`config.mk`:
```
export PLATFORM = sky130hd
export DESIGN_NAME = pc_unit
export DESIGN_NICKNAME = d
export VERILOG_FILES = /design/src/rtl/pc_unit_pkg.sv /design/src/rtl/pc_unit_ena_seq.sv /design/src/rtl/pc_unit.sv
export SDC_FILE = /design/constraint.sdc
export NUM_CORES = 1
export LEC_CHECK = 0
export CORE_MARGIN = 4
export CORE_UTILIZATION = 25
export DETAILED_ROUTE_END_ITERATION = 8
export GPL_ROUTABILITY_DRIVEN = 0
export HOLD_SLACK_MARGIN = 0.08
export PLACE_DENSITY = 0.45
export SLEW_MARGIN = 20
export SYNTH_ARGS = -nofsm -noshare
export SYNTH_HDL_FRONTEND = slang
export SYNTH_SLANG_ARGS = --single-unit
```
`constraint.sdc`:
```
create_clock -name clk -period 2.4 [get_ports clk]
set_input_delay 0.6 -clock clk [delete_from_list [all_inputs] [get_ports clk]]
set_output_delay 0.6 -clock clk [all_outputs]
set_load 0.03 [all_outputs]
```
`src/rtl/pc_unit_pkg.sv`:
```
// -----------------------------------------------------------------------------
// pc_unit_pkg
//   Shared types and constants for the program-counter unit.
//   - pc_state_e        : sequencer state (WARM / RUN / HALT), 2-bit encoding
//   - DEF_RESET_VECTOR  : default PC after reset
//   - DEF_TRAP_VECTOR   : default PC loaded on a trap or misaligned redirect
//   - pc_update_req()   : true when a trap or redirect is requesting a PC load
// -----------------------------------------------------------------------------
package pc_unit_pkg;

    typedef enum logic [1:0] {
        ST_WARM = 2'd0,
        ST_RUN  = 2'd1,
        ST_HALT = 2'd2
    } pc_state_e;

    localparam logic [31:0] DEF_RESET_VECTOR = 32'h0000_0000;
    localparam logic [31:0] DEF_TRAP_VECTOR  = 32'h0000_0100;

    // A trap or any redirect (aligned or not) loads a new PC and forces RUN.
    function automatic logic pc_update_req(input logic trap, input logic redir);
        return trap | redir;
    endfunction

endpackage

```
`src/rtl/pc_unit_ena_seq.sv`:
```
// -----------------------------------------------------------------------------
// pc_ena_seq
//   Warm-up counter and run/halt state machine for the PC unit.
//   After reset it spends ENA_DELAY cycles in WARM, then enters RUN. In RUN a
//   halt request moves it to HALT unless a trap/redirect is taken the same
//   cycle. HALT returns to RUN on a trap/redirect or when halt is released.
//   Ports:
//     clk_i, rst_ni      clock, asynchronous active-low reset
//     halt_req_i         level request to stop fetching
//     trap_req_i         trap request
//     redir_valid_i      redirect request
//     ena_o              system enable (registered; 1 in RUN and HALT)
//     pc_valid_o         fetch address valid (registered; 1 in RUN only)
//     state_o            current state, consumed by the PC datapath
// -----------------------------------------------------------------------------
module pc_ena_seq
    import pc_unit_pkg::*;
#(
    parameter int unsigned ENA_DELAY = 2
) (
    input  logic      clk_i,
    input  logic      rst_ni,
    input  logic      halt_req_i,
    input  logic      trap_req_i,
    input  logic      redir_valid_i,
    output logic      ena_o,
    output logic      pc_valid_o,
    output pc_state_e state_o
);

    localparam int unsigned CNT_W = (ENA_DELAY > 1) ? $clog2(ENA_DELAY) : 1;
    localparam logic [CNT_W-1:0] CNT_LAST = CNT_W'(ENA_DELAY - 1);

    pc_state_e        state_q;
    logic [CNT_W-1:0] cnt_q;
    logic             ena_q;
    logic             pc_valid_q;

    // Outputs are updated together with the state so they line up with it.
    always_ff @(posedge clk_i or negedge rst_ni) begin
        if (!rst_ni) begin
            state_q    <= ST_WARM;
            cnt_q      <= '0;
            ena_q      <= 1'b0;
            pc_valid_q <= 1'b0;
        end else begin
            case (state_q)
                ST_WARM: begin
                    if (cnt_q == CNT_LAST) begin
                        state_q    <= ST_RUN;
                        ena_q      <= 1'b1;
                        pc_valid_q <= 1'b1;
                    end else begin
                        cnt_q <= cnt_q + 1'b1;
                    end
                end
                ST_RUN: begin
                    // A PC load in the same cycle defers the halt by one cycle.
                    if (halt_req_i && !pc_update_req(trap_req_i, redir_valid_i)) begin
                        state_q    <= ST_HALT;
                        pc_valid_q <= 1'b0;
                    end
                end
                ST_HALT: begin
                    if (pc_update_req(trap_req_i, redir_valid_i) || !halt_req_i) begin
                        state_q    <= ST_RUN;
                        pc_valid_q <= 1'b1;
                    end
                end
                default: begin
                    state_q    <= ST_WARM;
                    cnt_q      <= '0;
                    ena_q      <= 1'b0;
                    pc_valid_q <= 1'b0;
                end
            endcase
        end
    end

    assign ena_o      = ena_q;
    assign pc_valid_o = pc_valid_q;
    assign state_o    = state_q;

endmodule

```
`src/rtl/pc_unit.sv`:
```
// -----------------------------------------------------------------------------
// pc_unit
//   Program-counter unit for the fetch stage. Holds curr_pc, advances it by
//   INSTR_BYTES on an accepted fetch, and takes traps and branch/jump
//   redirects. Misaligned redirect targets are converted into a trap, with the
//   offending target recorded in epc and a one-cycle misalign_err pulse.
//   Ports:
//     clk, rst_n          clock, asynchronous active-low reset
//     ena                 system enable (RUN and HALT)
//     pc_valid            curr_pc is a valid fetch address
//     if_ready            fetch stage accepts curr_pc this cycle
//     redir_valid         redirect request, target on redir_target
//     trap_req            trap request
//     halt_req            stop fetching (level)
//     curr_pc             current program counter
//     epc                 exception PC of the last trap / misaligned target
//     misalign_err        one-cycle pulse on a misaligned redirect
// -----------------------------------------------------------------------------
module pc_unit
    import pc_unit_pkg::*;
#(
    parameter int unsigned            PC_WIDTH     = 32,
    parameter logic [PC_WIDTH-1:0]    RESET_VECTOR = PC_WIDTH'(DEF_RESET_VECTOR),
    parameter logic [PC_WIDTH-1:0]    TRAP_VECTOR  = PC_WIDTH'(DEF_TRAP_VECTOR),
    parameter int unsigned            INSTR_BYTES  = 4,
    parameter int unsigned            ENA_DELAY    = 2
) (
    input  logic                clk,
    input  logic                rst_n,
    output logic                ena,
    output logic                pc_valid,
    input  logic                if_ready,
    input  logic                redir_valid,
    input  logic [PC_WIDTH-1:0] redir_target,
    input  logic                trap_req,
    input  logic                halt_req,
    output logic [PC_WIDTH-1:0] curr_pc,
    output logic [PC_WIDTH-1:0] epc,
    output logic                misalign_err
);

    // Low address bits that must be zero; all-zero when INSTR_BYTES is 1.
    localparam logic [PC_WIDTH-1:0] ALIGN_MASK = PC_WIDTH'(INSTR_BYTES - 1);
    localparam logic [PC_WIDTH-1:0] PC_STEP    = PC_WIDTH'(INSTR_BYTES);

    pc_state_e           state;
    logic [PC_WIDTH-1:0] pc_q,  pc_d;
    logic [PC_WIDTH-1:0] epc_q, epc_d;
    logic                mis_q, mis_d;
    logic                target_misaligned;

    pc_ena_seq #(
        .ENA_DELAY (ENA_DELAY)
    ) u_ena_seq (
        .clk_i         (clk),
        .rst_ni        (rst_n),
        .halt_req_i    (halt_req),
        .trap_req_i    (trap_req),
        .redir_valid_i (redir_valid),
        .ena_o         (ena),
        .pc_valid_o    (pc_valid),
        .state_o       (state)
    );

    assign target_misaligned = |(redir_target & ALIGN_MASK);

    // Trap/redirect act in both RUN and HALT; sequential advance only in RUN
    // with no halt pending. The cycle that leaves HALT never advances.
    always_comb begin
        pc_d  = pc_q;
        epc_d = epc_q;
        mis_d = 1'b0;
        if (state == ST_RUN || state == ST_HALT) begin
            if (trap_req) begin
                pc_d  = TRAP_VECTOR;
                epc_d = pc_q;
            end else if (redir_valid) begin
                if (target_misaligned) begin
                    pc_d  = TRAP_VECTOR;
                    epc_d = redir_target;
                    mis_d = 1'b1;
                end else begin
                    pc_d = redir_target;
                end
            end else if (state == ST_RUN && !halt_req && if_ready) begin
                pc_d = pc_q + PC_STEP;
            end
        end
    end

    always_ff @(posedge clk or negedge rst_n) begin
        if (!rst_n) begin
            pc_q  <= RESET_VECTOR;
            epc_q <= '0;
            mis_q <= 1'b0;
        end else begin
            pc_q  <= pc_d;
            epc_q <= epc_d;
            mis_q <= mis_d;
        end
    end

    assign curr_pc      = pc_q;
    assign epc          = epc_q;
    assign misalign_err = mis_q;

endmodule

```
==> run metrics, run 1 <==
number of max-capacitance violations reported=0; largest delay contributor family on the critical path=buffers and inverters; cell count of the worst reg-to-reg path=7; post-route ant nets=0; worst slew margin relative to its limit=0.606; min setup slack post-route=~0.18 ns; Initial Utilization=0.259; maximum net fanout on the critical path=8; number of detailed-route iterations in the first pass=4; CP startpoint kind=flop; category of the worst setup path capture point=output port; WS Path Type=flop to output port; distinct cell type count of the synthesized netlist=57; reg2reg end=curr_pc[8]; Port-buffer cells=104; RSZ-0062 raised after global routing=no; Final Hold Vio Count=0; detailed-route vias per instance=between 5 and 6; Antenna Cells=0; standard cell area after detailed placement=about 5300 um^2; vias in the first global route=approximately 3700; share of layout cells above drive strength 1=0.100; end-of-flow core utilization=0.375; main area contributors after synthesis=dfrtp_1 45%, mux2i_1 9.2%, o21ai_0 7.2%; Final #Nets=579; area growth from synthesis to layout=44.9%; Max Slew Vio Count=0; adder-cell area share of the yosys netlist=0.0164; power per cell area=approximately 1200 nW/um^2; Synthesized Nets=roughly 460; overflow left after global routing=0; cells after synthesis=roughly 420; Max Clock Skew=around 0.006 ns; first-pass GRT wire length=between 20 and 25 mm; DRC violations left=0; list of cells traversed by the critical path=clkdlybuf4s50_1; share of total power in sequential cells=0.305; share of the synthesized area in compound gates (AO/OA/AOI/OAI)=0.204; Sum Neg Setup Slack=0 ns; Mapped Area=3800 um^2; number of buffers added by the clock tree synthesis step=9; detailed-route wire length per cell=17.6 um; area fraction of the dominant cell type after synthesis=0.454; Yosys top cell by area=dfrtp_1; DRC marker count from the first detailed-route iteration=between 200 and 250; slack of the worst reg-to-reg path=0.31 ns; maximum number of pins on one net before global-route repair=53; Achievable Freq=450 MHz; filler cell count in the final layout=approximately 1500; total of endpoints with negative setup slack in the final report=0; buffering stage count on the worst path with inverters included=1; number of gates resized after CTS=0; CTS tree=built; post-synthesis sequential area ratio=0.454; # rows=44; leading cell type by number of instances after synthesis=dfrtp_1; xor/xnor cell area share of the yosys netlist=0.00461; status=complete, no violations; final worst path period share=0.925; number of synthesized register bits=69; number of H-tree levels=3; most used flip-flop cell after synthesis=dfrtp_1; clock group share of total power=0.183; biggest cell delay along the critical path=roughly 0.76 ns; Least-Margin Pin Slew=0.587 ns; Hold Path Class=primary input to asynchronous set/reset pin; Simple-Gate Fraction of Synth Area=0.189; hold bufs inserted after CTS=0; main combinational cell family by area after synthesis=compound AO/OA/AOI/OAI gates; total leakage power=roughly 2.3 nW; reg-to-reg startpoint=u_ena_seq.state_o[0]; Final min period=2.22 ns; Data required, critical path=~1.8 ns; switching portion of total power=0.438; share of cell area taken by muxes after synthesis=0.0951; GR Util All Layers=0.151; count of boundary I/O pins=about 110; critical path data arrival time=~1.6 ns; clock tree sinks=69; internal power=3.70 mW; die outline width=131 um; average size of a mapped cell=around 9.1 um^2; leading cell types by count after synthesis=69 x dfrtp_1, 61 x nand2_1, 55 x o21ai_0, 35 x mux2i_1, 20 x clkbuf_1; post-route standard cell area excluding fillers=~5500 um^2; clock latency on the worst-skew pair=0.34 ns; crit path max-delay cell type=clkdlybuf4s50_1; Post-CTS Setup Repair Bufs=0; clock slew seen by the registers of the worst setup and hold paths=around 0.050 ns; switching power summed over all nets=around 2.9 mW; fraction of registers with async set/reset=1.00; buffer type at the clock tree root=clkbuf_16; total via count after detailed routing=3662; antenna violations before repair=0; Setup Slack @ Placement=-0.0208 ns; maximum vdd ir drop=a little under 0.6 mV; share of total power in combinational logic=0.513; Core Area=14700 um^2; Total Wirelength=around 13 mm; Die H=roughly 130 um; die area=17300 um^2; clock tree buffer depth=2; number of flops mapped to enable cells by yosys=0; post-DP HPWL=about 9.4 mm; Yosys warning count=0
## cells in the final DEF, fill, tap and decap left out, types with 5 or more instances in the layout
cell type | Yosys | routed
clkdlybuf4s50_1 | 0 | 102
dfrtp_1 | 69 | 69
nand2_1 | 61 | 60
o21ai_0 | 55 | 55
mux2i_1 | 35 | 35
buf_4 | 1 | 27
a21oi_1 | 19 | 19
nor2_1 | 15 | 15
nand3_1 | 15 | 15
inv_1 | 10 | 10
a22oi_1 | 9 | 9
clkbuf_16 | 0 | 9
and3_1 | 8 | 8
nand4_1 | 8 | 8
nor3_1 | 7 | 7
o21ai_1 | 8 | 7
nor2b_1 | 5 | 5
o31ai_1 | 5 | 5
ha_1 | 5 | 5
## cell families (layout without fill, tap and decap cells)
logic type / Yosys count / count (layout)
simple gates: 141 / 141
mux: 36 / 36
buf+inv: 36 / 160
flops: 69 / 69
fa+ha+maj: 5 / 5
xor+xnor: 2 / 2
compound gates: 127 / 127
## how the worst max path moves through the flow
stage	from	to	slack, ns	cells past startpoint
detailed placement	redir_valid	u_ena_seq.state_o[1]	-0.02	6
global route	u_ena_seq.state_o[0]	curr_pc[8]	0.12	7
global placement	redir_valid	u_ena_seq.state_o[0]	0.02	6
floorplan	u_ena_seq.state_o[0]	curr_pc[8]	0.20	8
CTS	curr_pc[6]	curr_pc[6]	0.16	1
finish	curr_pc[6]	curr_pc[6]	0.18	1
## per-layer routing
layer / track usage / share of wire / vias to the layer above
met5: 0 / 0 / -
met4: 0.0583 / 0.014 / 0
met3: 0.0344 / 0.045 / 13
met2: 0.230 / 0.45 / 108
met1: 0.208 / 0.49 / 1766
li1: - / - / 1775
## through the flow
step / total power [mW] / std cells / hold WS [ns]
after global placement: 5.39 / 709 / 0.465
after floorplan: 3.80 / 416 / 0.304
after detailed placement: 5.44 / 709 / 0.472
final: 6.57 / 724 / 0.201
after global routing: 7.04 / 724 / 0.222
after CTS: 6.68 / 724 / 0.199
## area by class of cell
type                            instances  area, um^2  area share
Tap cell                              184         230      0.0418
Timing Repair Buffer                  135        1310       0.238
Clock inverter                          2        10.0     0.00182
Multi-Input combinational cell        311        1940       0.353
Inverter                               10        37.5     0.00681
Clock buffer                           13         250      0.0454
Sequential cell                        69        1730       0.313
## registers in the layout, summed over array words and instances, names as in the netlist
| name | flops |
|---|---|
| curr_pc | 32 |
| epc | 32 |
| misalign_err | 1 |
| u_ena_seq.cnt_q | 1 |
| u_ena_seq.ena_o | 1 |
| u_ena_seq.state_o | 2 |
## worst reg2reg max path, stage by stage (launching register included)
cell     delay (ns)
dfrtp_1        0.41
inv_1          0.08
ha_1           0.50
or4b_1         0.48
a21oi_1        0.20
o21ai_0        0.11
a21oi_1        0.15
a21oi_1        0.05
## power groups by stage
stage | combinational (mW) | clock (mW) | sequential, mW
6_report | 3.37 | 1.20 | 2.00
5_1_grt | 3.67 | 1.30 | 2.07
4_1_cts | 3.42 | 1.25 | 2.01
3_5_place_dp | 3.42 | 0 | 2.02
3_3_place_gp | 3.38 | 0 | 2.01
2_1_floorplan | 1.12 | 0 | 2.68
Note: power is estimated with default switching activity, not from simulation.
==> inputs of run 2 (changes only) <==
--- a/config.mk
+++ b/config.mk
@@ -11,6 +11,7 @@
 export GPL_ROUTABILITY_DRIVEN = 0
 export HOLD_SLACK_MARGIN = 0.08
 export PLACE_DENSITY = 0.45
+export REMOVE_ABC_BUFFERS = 1
 export SLEW_MARGIN = 20
 export SYNTH_ARGS = -nofsm -noshare
 export SYNTH_HDL_FRONTEND = slang
==> run 2 against run 1 <==
- sequential power about the same
- flip-flop and latch count unchanged
- first-iteration DRC count unchanged
- fmax increased by 0.27%
- count of clock-buffer cells in the layout decreased by 2
- critical path type unchanged
- critical endpoint unchanged
- largest power group unchanged
- highest routed layer unchanged
==> run metrics, run 2 (synthesis gave the netlist of run 1 again) <==
largest delay contributor family on the critical path=buffers and inverters; antenna violations before repair=0; status=complete, no violations; clock latency on the worst-skew pair=between 0.3 and 0.4 ns; overflow left after global routing=0; detailed-route vias per instance=4.94; list of cells traversed by the critical path=clkdlybuf4s50_1; slack of the worst reg-to-reg path=0.29 ns; number of H-tree levels=3; worst hold slack=between 0.2 and 0.25 ns; maximum net fanout on the critical path=8; GR Util All Layers=0.152; Max Clock Skew=0.00495 ns; Setup Slack @ Placement=-0.108 ns; post-route standard cell area excluding fillers=~5500 um^2; CP startpoint kind=flop; critical path data arrival time=approximately 1.6 ns; # rows=44; Core Area=approximately 15000 um^2; Antenna Cells=0; Achievable Freq=around 450 MHz; maximum vdd ir drop=between 0.4 and 0.5 mV; Worst path depth=1; Final min period=roughly 2.2 ns; Cells after DPL=around 700; number of buffers added by the clock tree synthesis step=9; Final Power=6.67 mW; non-filler instance count after layout=just over 700; total of endpoints with negative setup slack in the final report=0; biggest cell delay along the critical path=around 0.74 ns; Port-buffer cells=approximately 100; buffer type at the clock tree root=clkbuf_16; Die H=131 um; maximum number of pins on one net before global-route repair=40; power per cell area=about 1200 nW/um^2; leading cell type in the layout, fill and taps excluded=clkdlybuf4s50_1; reg2reg end=curr_pc[8]; crit path max-delay cell type=clkdlybuf4s50_1; die area=between 15000 and 20000 um^2; hold bufs inserted after CTS=0; Hold Path Class=primary input to asynchronous set/reset pin; CTS tree=built; total met2 wirelength after detailed routing=between 5 and 6 mm; worst slew margin relative to its limit=0.574; total leakage power=between 2 and 2.5 nW; WS Path Type=flop to output port; share of layout cells above drive strength 1=0.106; most frequent cells in the layout=102 x clkdlybuf4s50_1, 69 x dfrtp_1, 60 x nand2_1; clock tree sinks=slightly below 70; area growth from synthesis to layout=45.8%; number of max-capacitance violations reported=0; met3 WL=552 um; DRC marker count from the first detailed-route iteration=around 230; post-route ant nets=0; end-of-flow core utilization=0.377; first-pass GRT wire length=around 21 mm; RSZ-0062 raised after global routing=no; category of the worst setup path capture point=output port; DRC violations left=0; crit path from=curr_pc[6]; Sum Neg Setup Slack=0 ns; uppermost layer routed=met4; total via count after detailed routing=about 3600; number of detailed-route iterations in the first pass=6; clock slew seen by the registers of the worst setup and hold paths=about 0.050 ns; cell count of the worst reg-to-reg path=7; count of boundary I/O pins=approximately 110; number of gates resized after CTS=0; die outline width=131 um; Initial Utilization=0.259; detailed-route wire length per cell=17.4 um; Max Slew Vio Count=0; final worst path period share=0.923; Data required, critical path=1.80 ns; reg-to-reg startpoint=u_ena_seq.state_o[0]; min setup slack post-route=around 0.19 ns; post-DP HPWL=9.45 mm; Worst setup endpoint=curr_pc[6]; Post-CTS Setup Repair Bufs=0; vias in the first global route=between 3000 and 4000; clock tree buffer depth=2; Total Wirelength=roughly 13 mm; metal1 wirelength=between 6 and 7 mm; Least-Margin Pin Slew=approximately 0.63 ns; standard cell area after detailed placement=approximately 5300 um^2; Final Hold Vio Count=0; buffering stage count on the worst path with inverters included=1; Final #Nets=between 500 and 600
## run 2: layer usage
metal	up-vias	track usage
met4	0	0.0583
met5	-	0
met1	1699	0.209
li1	1762	-
met2	105	0.238
met3	12	0.0271
## run 2: worst min-delay path by stage
stage | from | to | slack (ns) | cells past startpoint
final | rst_n | epc[31] | 0.22 | 1
after global routing | rst_n | epc[30] | 0.25 | 1
after CTS | rst_n | epc[31] | 0.23 | 1
after detailed placement | epc[18] | epc[18] | 0.47 | 2
after global placement | epc[12] | epc[12] | 0.46 | 2
after floorplan | rst_n | curr_pc[0] | 0.30 | 0
## run 2: power breakdown
| part | internal (mW) | switching [mW] | total [mW] |
|---|---|---|---|
| Sequential | 1.57 | 0.452 | 2.02 |
| Clock | 0.841 | 0.481 | 1.32 |
| Combinational | 1.39 | 1.94 | 3.33 |
| Total | 3.80 | 2.87 | 6.67 |
## run 2: layout make-up
| class | count | area [um^2] |
|---|---|---|
| clock buffer | 11 | 253 |
| clock inverter | 2 | 35.0 |
| fill | 1456 | 9160 |
| inverter | 10 | 37.5 |
| multi-input combinational | 311 | 1940 |
| sequential | 69 | 1730 |
| tap | 184 | 230 |
| timing repair buffer | 137 | 1320 |
